[src/rtl/ir_nec_receiver.sv]
// NEC infrared frame decoder: synchronizes the demodulator pin and times marks/spaces in 10 us ticks.
// Define IR_NEC_INVERSE_CHECK_EN to reject data frames whose top byte is not the inverse of the next byte.
`timescale 1ns/1ps
module ir_nec_receiver #(
    parameter int CLK_FREQ_HZ = 50_000_000
) (
    input  logic        clk,
    input  logic        reset,
    input  logic        ir_rx,
    output logic [31:0] ir_command,
    output logic        ir_data_ready,
    output logic        ir_repeat,
    output logic        ir_error
);
    localparam int TICK_DIV = (CLK_FREQ_HZ / 100_000 > 1) ? CLK_FREQ_HZ / 100_000 : 1;
    localparam int PRE_W    = (TICK_DIV > 1) ? $clog2(TICK_DIV) : 1;
    localparam logic [PRE_W-1:0] PRE_MAX = PRE_W'(TICK_DIV - 1);

    localparam logic [9:0] WIDTH_MAX  = 10'd1023;
    localparam logic [9:0] LEAD_MIN   = 10'd800;
    localparam logic [9:0] LEAD_MAX   = 10'd1000;
    localparam logic [9:0] SPACE_MIN  = 10'd400;
    localparam logic [9:0] SPACE_MAX  = 10'd500;
    localparam logic [9:0] RPT_MIN    = 10'd200;
    localparam logic [9:0] RPT_MAX    = 10'd250;
    localparam logic [9:0] SHORT_MIN  = 10'd40;
    localparam logic [9:0] SHORT_MAX  = 10'd70;
    localparam logic [9:0] ONE_MIN    = 10'd140;
    localparam logic [9:0] ONE_MAX    = 10'd190;

    typedef enum logic [2:0] {
        IDLE,
        LEAD_MARK,
        LEAD_SPACE,
        BIT_MARK,
        BIT_SPACE,
        STOP_MARK
    } state_t;

    logic [1:0]       sync_q, sync_d;
    logic             rx_prev_q, rx_prev_d;
    logic             fall_q, fall_d;
    logic             rise_q, rise_d;
    logic [PRE_W-1:0] pre_q, pre_d;
    logic [9:0]       width_q, width_d;
    state_t           state_q, state_d;
    logic [4:0]       bit_cnt_q, bit_cnt_d;
    logic [31:0]      shift_q, shift_d;
    logic [31:0]      cmd_q, cmd_d;
    logic             repeat_q, repeat_d;
    logic             wait_rise_q, wait_rise_d;
    logic             ready_q, ready_d;
    logic             rpt_pulse_q, rpt_pulse_d;
    logic             err_q, err_d;
    logic             tick;
    logic             strobe;
    logic             go_err;

    function automatic logic in_range(input logic [9:0] w, input logic [9:0] lo, input logic [9:0] hi);
        return (w >= lo) && (w <= hi);
    endfunction

    // Pin synchronizer, edge strobes, tick prescaler and saturating width counter.
    always_comb begin
        sync_d    = {sync_q[0], ir_rx};
        rx_prev_d = sync_q[1];
        fall_d    = rx_prev_q & ~sync_q[1];
        rise_d    = ~rx_prev_q & sync_q[1];
        tick      = (pre_q == PRE_MAX);
        pre_d     = tick ? '0 : pre_q + 1'b1;
        strobe    = fall_q | rise_q;
        if (strobe)
            width_d = '0;
        else if (tick && (width_q != WIDTH_MAX))
            width_d = width_q + 10'd1;
        else
            width_d = width_q;
    end

    always_comb begin
        state_d     = state_q;
        bit_cnt_d   = bit_cnt_q;
        shift_d     = shift_q;
        cmd_d       = cmd_q;
        repeat_d    = repeat_q;
        wait_rise_d = wait_rise_q;
        ready_d     = 1'b0;
        rpt_pulse_d = 1'b0;
        err_d       = 1'b0;
        go_err      = 1'b0;

        case (state_q)
            IDLE: begin
                if (rise_q)
                    wait_rise_d = 1'b0;
                if (fall_q && !wait_rise_q) begin
                    state_d   = LEAD_MARK;
                    bit_cnt_d = '0;
                    shift_d   = '0;
                    repeat_d  = 1'b0;
                end
            end
            LEAD_MARK: begin
                if (rise_q) begin
                    if (in_range(width_q, LEAD_MIN, LEAD_MAX))
                        state_d = LEAD_SPACE;
                    else
                        go_err = 1'b1;
                end
            end
            LEAD_SPACE: begin
                if (fall_q) begin
                    if (in_range(width_q, SPACE_MIN, SPACE_MAX)) begin
                        state_d = BIT_MARK;
                    end else if (in_range(width_q, RPT_MIN, RPT_MAX)) begin
                        state_d  = STOP_MARK;
                        repeat_d = 1'b1;
                    end else begin
                        go_err = 1'b1;
                    end
                end
            end
            BIT_MARK: begin
                if (rise_q) begin
                    if (in_range(width_q, SHORT_MIN, SHORT_MAX))
                        state_d = BIT_SPACE;
                    else
                        go_err = 1'b1;
                end
            end
            BIT_SPACE: begin
                if (fall_q) begin
                    if (in_range(width_q, SHORT_MIN, SHORT_MAX) || in_range(width_q, ONE_MIN, ONE_MAX)) begin
                        shift_d   = {in_range(width_q, ONE_MIN, ONE_MAX), shift_q[31:1]};
                        bit_cnt_d = bit_cnt_q + 5'd1;
                        state_d   = (bit_cnt_q == 5'd31) ? STOP_MARK : BIT_MARK;
                    end else begin
                        go_err = 1'b1;
                    end
                end
            end
            STOP_MARK: begin
                if (rise_q) begin
                    if (!in_range(width_q, SHORT_MIN, SHORT_MAX)) begin
                        go_err = 1'b1;
                    end else if (repeat_q) begin
                        state_d     = IDLE;
                        rpt_pulse_d = 1'b1;
                    end else begin
`ifdef IR_NEC_INVERSE_CHECK_EN
                        if (shift_q[31:24] != ~shift_q[23:16]) begin
                            go_err = 1'b1;
                        end else begin
                            state_d = IDLE;
                            cmd_d   = shift_q;
                            ready_d = 1'b1;
                        end
`else
                        state_d = IDLE;
                        cmd_d   = shift_q;
                        ready_d = 1'b1;
`endif
                    end
                end
            end
            default: state_d = IDLE;
        endcase

        if ((state_q != IDLE) && !strobe && (width_q == WIDTH_MAX))
            go_err = 1'b1;

        // An abort mid-mark must not let the trailing rise be mistaken for a new leader.
        if (go_err) begin
            state_d     = IDLE;
            bit_cnt_d   = '0;
            shift_d     = '0;
            repeat_d    = 1'b0;
            err_d       = 1'b1;
            wait_rise_d = ~rx_prev_q;
        end
    end

    always_ff @(posedge clk or posedge reset) begin
        if (reset) begin
            sync_q      <= 2'b11;
            rx_prev_q   <= 1'b1;
            fall_q      <= 1'b0;
            rise_q      <= 1'b0;
            pre_q       <= '0;
            width_q     <= '0;
            state_q     <= IDLE;
            bit_cnt_q   <= '0;
            shift_q     <= '0;
            cmd_q       <= '0;
            repeat_q    <= 1'b0;
            wait_rise_q <= 1'b0;
            ready_q     <= 1'b0;
            rpt_pulse_q <= 1'b0;
            err_q       <= 1'b0;
        end else begin
            sync_q      <= sync_d;
            rx_prev_q   <= rx_prev_d;
            fall_q      <= fall_d;
            rise_q      <= rise_d;
            pre_q       <= pre_d;
            width_q     <= width_d;
            state_q     <= state_d;
            bit_cnt_q   <= bit_cnt_d;
            shift_q     <= shift_d;
            cmd_q       <= cmd_d;
            repeat_q    <= repeat_d;
            wait_rise_q <= wait_rise_d;
            ready_q     <= ready_d;
            rpt_pulse_q <= rpt_pulse_d;
            err_q       <= err_d;
        end
    end

    assign ir_command    = cmd_q;
    assign ir_data_ready = ready_q;
    assign ir_repeat     = rpt_pulse_q;
    assign ir_error      = err_q;
endmodule

[config.mk]
export PLATFORM = sky130hd
export DESIGN_NAME = ir_nec_receiver
export DESIGN_NICKNAME = d
export VERILOG_FILES = /design/src/rtl/ir_nec_receiver.sv
export SDC_FILE = /design/constraint.sdc
export NUM_CORES = 1
export LEC_CHECK = 0
export CAP_MARGIN = 20
export CORE_ASPECT_RATIO = 0.7
export CORE_UTILIZATION = 62
export CTS_CLUSTER_DIAMETER = 80
export DETAILED_ROUTE_END_ITERATION = 6
export HOLD_SLACK_MARGIN = 0.08
export PLACE_DENSITY = 0.9
export SLEW_MARGIN = 20
export SYNTH_ARGS = -nofsm -noshare
export SYNTH_HDL_FRONTEND = slang
export SYNTH_SLANG_ARGS = --single-unit
[constraint.sdc]
create_clock -name clk -period 8.9 [get_ports clk]
set_clock_uncertainty 0.15 [all_clocks]
set_input_delay 1.78 -clock clk [delete_from_list [all_inputs] [get_ports clk]]
set_output_delay 1.78 -clock clk [all_outputs]
set_load 0.005 [all_outputs]
* Yosys cells after proc, flatten, opt, wreduce, memory -nomap -nowiden *
Index checks and enable logic that the tools add are counted.

cells by class
  $add $sub $neg = 3
  bitwise operators = 6
  equal/unequal tests = 22
  reduce and logical (&&, ||, !) cells = 25
  muxes and demuxes = 57
  $lt $le $gt $ge = 10

operators with widths
  kind                                                                number
  2-to-1 mux 32 bit                                                   4
  case mux 32 bit (2 select lines)                                    1
  2-to-1 mux 3 bit                                                    14
  inequality test 3 bit, second input constant                        12
  2-to-1 mux 1 bit                                                    27
  greater-or-equal comparator 10 x 8 -> 1 bit, second input constant  2
  <= comparator 10 x 8 -> 1 bit, second input constant                2
  2-to-1 mux 10 bit                                                   2
  2-to-1 mux 5 bit                                                    4
  case mux 3 bit (6 select lines)                                     1
  AND reduction 11 bit                                                1
  adder 10 x 1 -> 10 bit, second input constant                       1
  == test 10 bit, second input constant                               1
  greater-or-equal comparator 10 bit, second input constant           1
  greater-or-equal comparator 10 x 6 -> 1 bit, second input constant  1
  greater-or-equal comparator 10 x 9 -> 1 bit, second input constant  1
  <= comparator 10 bit, second input constant                         1
  <= comparator 10 x 7 -> 1 bit, second input constant                1
  <= comparator 10 x 9 -> 1 bit, second input constant                1
  inequality test 10 bit, second input constant                       1
  case mux 5 bit (2 select lines)                                     1
  adder 9 x 1 -> 9 bit, second input constant                         1
  == test 9 bit, second input constant                                1
  logical AND 1 bit                                                   9
  21 further kinds                                                    32

storage, ports and cells
  word-level logic and storage cells = 138
  input port bits = 3
  bits in registers = 101
  output and inout port bits = 35

* Logic depth before layout (Yosys ltp) *
  word-level depth = 9
  mapped depth = 9
  gate-level depth less buffers = 8

* Worst setup path before layout *
No wires, ideal clock.

  path type = reg-to-output
  start = register cmd_q[0], in the netlist ir_command[0]
  end = output ir_command[0]
  arrival = 0.359 ns
  cell stages (with the launch flop) = 1
  path buffers = 0
  data required time = 6.970 ns
  setup slack = 6.611 ns
  path through = dfrtp_1

RTL lines
  item                    RTL line  text
  from (decl)             49        logic [31:0] cmd_q, cmd_d;
  from (signal assigned)  210       cmd_q <= cmd_d;
  to (decl)               10        output logic [31:0] ir_command,

No word-level cell between the ends.

* Final worst setup path *
  start = register cmd_q[22], in the netlist ir_command[22]
  end = output ir_command[22]

No word-level cell between the ends.

==> reports/results.txt <==
The remaining antenna violation count after routing is 0. The number of flops mapped to enable cells by yosys was 0. The initial core utilization is 0.662.

The worst min-delay path startpoint was sync_q[0]. After technology mapping, the gate count stands at 406. The net switching fraction of the power came out at 0.258. In this run the critical register-to-register path is launched from width_q[6]. After synthesis the netlist holds a flip-flop and latch count of 101. The run gives 38 as the boundary pin count. At the end of the flow, the number of nets in the layout was 438.

From synthesis to final layout, the design area changed by 12.5%. The number of iterations in the first detailed-routing pass is 5. The first global-routing pass estimated 15,000 um of wire.

The logs give 0 for the initial antenna violation count and 0 for the remaining global-route overflow. The share of the clock period used by the worst path after layout was 0.363. The total placed instance area is 4950 um^2, and the ratio of cells with drive above 1 in the final layout is 0.163. At the end of routability-driven placement, the weighted congestion stood at 0.888. The endpoint of the worst hold path was sync_q[1].

The run gives 101 as the clock net sink count. The run gives 0 as the count of final hold-check violations. The slowest library cell on the worst path was sky130_fd_sc_hd__clkdlybuf4s50_1. The register clock-pin slew on the reported worst setup and hold paths was 100 ps. Walking the worst path, the cells encountered are clkdlybuf4s50_1. The number of clock buffers inserted by TritonCTS came out at 9.

The sequential element share of the synthesized area is 0.550, and the portion of total power attributed to the clock network is 0.355. The clock latency at the later pin of the worst-skew pair is 360 ps. The cell count of the worst hold path came out at 0. For this design the ratio of total power to cell area is 163 nW/um^2.

The number of cells on the worst reg-to-reg path is 7. The aggregate global-route resource usage was 0.249; the number of placement rows was 25. The share of flip-flops with an asynchronous set or reset was 1.00. TritonCTS built the clock tree. In this run the mean area of a mapped cell was 11.3 um^2. The final count of negative-setup-slack endpoints is 0, and the per-cell routed wire length is 17.2 um. For the post-CTS setup repair buffer count, the log shows 0.

The worst setup path startpoint was ir_command[22]. Among all flip-flop cells after synthesis, the most frequent one is sky130_fd_sc_hd__dfrtp_1. The run gives 0 as the max capacitance violation total. The tools report the static leakage power as 2.31 nW. The tools report the startpoint kind of the worst setup timing path as a flop. For this design, the CTS-stage hold fixing added 0 buffers.

On the critical path the largest part of the delay comes from buffers and inverters. In this run the deepest clock path goes through 2 buffers. The largest single stage delay on the critical path is 560 ps. The tools report the combined area of all synthesized cells as 4600 um^2.

The tools report the count of antenna diodes in the layout as 0. The tools report the highest ir drop seen on vdd as 0.132 mV. The run gives 303 as the count of routing violations after the opening detailed-route iteration.

The run finished with clean final reports. The number of I/O port buffers was 37. The run gives 0 as the post-CTS resize count. The slew at the pin closest to its max-slew limit works out to 869 ps. Along the worst path, the maximum fanout reaches 2. The total wire length was 9110 um.

STA puts the critical path data arrival time at 1300 ps. At the worst endpoint, the required time is 6970 ps. The tools report the worst slew slack as a fraction of its limit as 0.415. The DRC violation count after routing is 0. The die is 105 um wide. The number of nets in the synthesized netlist is 414. Summed over all failing endpoints, the final setup total negative slack is 0 ps.

Measured along the y axis, the die boundary spans 74.1 um. The vias per cell was 6.15; the internal reg-to-reg setup slack was 6030 ps. The tools report the final worst hold slack as 207 ps. The maximum number of pins on one net before global-route repair was 83. The floorplan step defined a die boundary enclosing 7770 um^2. The sum of buffers and inverters on the critical path is 1. The classification of the worst-slack hold path was reg2reg.

The CTS root buffer is sky130_fd_sc_hd__clkbuf_8. With fillers left out, the area of the finished cells amounts to 5170 um^2. The endpoint identified for the worst register-to-register timing path is repeat_q.

Counting distinct cell types in the post-synthesis netlist gives 58. The post-route minimum period works out to 3230 ps. The class of the most critical setup path was reg2out. The region available for standard cell placement spans 6940 um^2.

The share of total power in combinational logic came out at 0.081. The number of max-slew violations in the final report was 0; the fmax was 309 MHz. Switching power summed over all nets: 0.217 mW. Setup repair after global routing left no endpoint under its margin. The sequential share of power was 0.563; the yosys synthesis warning count was 0. The tools report the number of global-route vias before repair as 3,058. The H-tree generated during clock tree synthesis spans 3 levels.

The HPWL reported at the end of detailed placement is 5840 um, and the via count of the routed design is 3,255. Internal power comes to 0.627 mW. The worst setup path is captured at a primary output.
## cell usage in the layout (no fill, tap or decap), types with 2 or more instances in the layout
cell type / n
sky130_fd_sc_hd__a211oi_1: 2
sky130_fd_sc_hd__a21o_2: 2
sky130_fd_sc_hd__a21oi_1: 7
sky130_fd_sc_hd__a22oi_1: 33
sky130_fd_sc_hd__a31oi_1: 2
sky130_fd_sc_hd__and2_1: 2
sky130_fd_sc_hd__and3_1: 3
sky130_fd_sc_hd__and4_1: 2
sky130_fd_sc_hd__and4bb_2: 2
sky130_fd_sc_hd__clkbuf_8: 10
sky130_fd_sc_hd__clkdlybuf4s50_1: 37
sky130_fd_sc_hd__clkinvlp_4: 2
sky130_fd_sc_hd__dfrtp_1: 98
sky130_fd_sc_hd__dfstp_2: 3
sky130_fd_sc_hd__ha_1: 5
sky130_fd_sc_hd__inv_1: 4
sky130_fd_sc_hd__mux2_2: 31
sky130_fd_sc_hd__mux2i_1: 2
sky130_fd_sc_hd__nand2_1: 19
sky130_fd_sc_hd__nand2b_1: 5
sky130_fd_sc_hd__nand3_1: 8
sky130_fd_sc_hd__nand4_1: 4
sky130_fd_sc_hd__nor2_1: 60
sky130_fd_sc_hd__nor2b_1: 10
sky130_fd_sc_hd__nor3_1: 11
sky130_fd_sc_hd__nor3b_1: 2
sky130_fd_sc_hd__nor4_1: 4
sky130_fd_sc_hd__o2111ai_1: 2
sky130_fd_sc_hd__o21ai_0: 12
sky130_fd_sc_hd__o2bb2ai_1: 2
sky130_fd_sc_hd__o31ai_1: 2
sky130_fd_sc_hd__or3_1: 3
sky130_fd_sc_hd__xnor2_1: 11
sky130_fd_sc_hd__xor2_1: 3
## worst max-delay path by stage
stage	slack, ps	end	cells past startpoint
floorplan	4330	bit_cnt_q[0]	1
global placement	5370	wait_rise_q	3
detailed placement	5340	bit_cnt_q[0]	3
CTS	5660	ir_command[19]	1
global route	5640	ir_command[22]	1
finish	5670	ir_command[22]	1
## worst reg2reg max path, delay by kind of cell, from the launching register on
kind | cells | cell delay, ps
buf+inv | 1 | 360
compound gates | 3 | 610
flops | 1 | 500
simple gates | 3 | 1170
## area by class of cell
type                    instances  area (um^2)
clock inverters                 6         70.1
flip-flops and latches        101         2530
repair buffers                 41          432
clock buffers                  10          138
inverters                       5         21.3
well taps                      94          118
multi-input cells             272         1870
fillers                       455         1770
## routing by layer
metal	GRT usage	part of all wire	vias to the layer above
li1	-	-	1495
met1	0.350	0.46	1609
met2	0.391	0.47	124
met3	0.0508	0.054	27
met4	0.100	0.023	0
met5	0	0	-
## flip-flops by register name (all words and copies together) (netlist names)
register / cells
wait_rise_q: 1
width_q: 10
state_q: 3
repeat_q: 1
pre_q: 9
sync_q: 2
ir_repeat: 1
shift_q: 32
rx_prev_q: 1
ir_command: 32
ir_data_ready: 1
rise_q: 1
bit_cnt_q: 5
ir_error: 1
fall_q: 1
## cell families after synthesis
| kind of cell | after synthesis | share of synthesized area |
|---|---|---|
| AO/OA/AOI/OAI | 73 | 0.115 |
| multiplexers | 34 | 0.0827 |
| buffers and inverters | 33 | 0.0441 |
| AND/OR/NAND/NOR | 146 | 0.168 |
| flip-flops | 101 | 0.550 |
| XOR/XNOR | 14 | 0.0267 |
| adder cells (fa/ha/maj) | 5 | 0.0136 |
## cell usage after synthesis (2+ instances only)
library cell | instances | area share
sky130_fd_sc_hd__nor2b_1 | 10 | 0.014
sky130_fd_sc_hd__o31ai_1 | 2 | 0.0033
sky130_fd_sc_hd__dfrtp_1 | 98 | 0.53
sky130_fd_sc_hd__nor4_1 | 4 | 0.0054
sky130_fd_sc_hd__buf_8 | 3 | 0.0098
sky130_fd_sc_hd__and4_1 | 2 | 0.0038
sky130_fd_sc_hd__a31oi_1 | 2 | 0.0027
sky130_fd_sc_hd__mux2_2 | 31 | 0.076
sky130_fd_sc_hd__nand4_1 | 4 | 0.0054
sky130_fd_sc_hd__a21oi_1 | 7 | 0.0076
sky130_fd_sc_hd__or3_1 | 3 | 0.0041
sky130_fd_sc_hd__and4bb_2 | 2 | 0.0054
sky130_fd_sc_hd__xor2_1 | 3 | 0.0057
sky130_fd_sc_hd__a211oi_1 | 2 | 0.0033
sky130_fd_sc_hd__dfstp_2 | 3 | 0.017
sky130_fd_sc_hd__nor3b_1 | 2 | 0.0033
sky130_fd_sc_hd__nor2_1 | 60 | 0.049
sky130_fd_sc_hd__clkbuf_1 | 11 | 0.0090
sky130_fd_sc_hd__nand2_1 | 19 | 0.016
sky130_fd_sc_hd__inv_1 | 5 | 0.0041
sky130_fd_sc_hd__nand3_1 | 8 | 0.0087
sky130_fd_sc_hd__o21ai_0 | 12 | 0.013
sky130_fd_sc_hd__and3_1 | 3 | 0.0041
sky130_fd_sc_hd__o2bb2ai_1 | 2 | 0.0038
sky130_fd_sc_hd__and2_1 | 2 | 0.0027
sky130_fd_sc_hd__mux2i_1 | 2 | 0.0044
sky130_fd_sc_hd__a22oi_1 | 33 | 0.054
sky130_fd_sc_hd__o2111ai_1 | 2 | 0.0038
sky130_fd_sc_hd__nor3_1 | 11 | 0.012
sky130_fd_sc_hd__xnor2_1 | 11 | 0.021
sky130_fd_sc_hd__buf_6 | 4 | 0.0098
sky130_fd_sc_hd__buf_2 | 9 | 0.0098
sky130_fd_sc_hd__nand2b_1 | 5 | 0.0068
sky130_fd_sc_hd__ha_1 | 5 | 0.014
## power by group through the flow
stage               logic, mW  registers, mW  clock network [mW]
global placement       0.0607          0.483                   0
finish                 0.0686          0.475               0.300
floorplan              0.0601          0.478                   0
global route           0.0758          0.477               0.322
detailed placement     0.0675          0.484                   0
CTS                    0.0682          0.475               0.305
## metrics by stage
stage | std cells | power [mW] | util | setup slack, ps
final | 529 | 0.844 | 0.745 | 5670
after global routing | 529 | 0.875 | 0.745 | 5640
after CTS | 528 | 0.848 | 0.742 | 5660
after detailed placement | 512 | 0.551 | 0.712 | 5340
after global placement | 511 | 0.544 | 0.708 | 5370
after floorplan | 406 | 0.538 | - | 4330
Power figures use the tool's default switching activity.
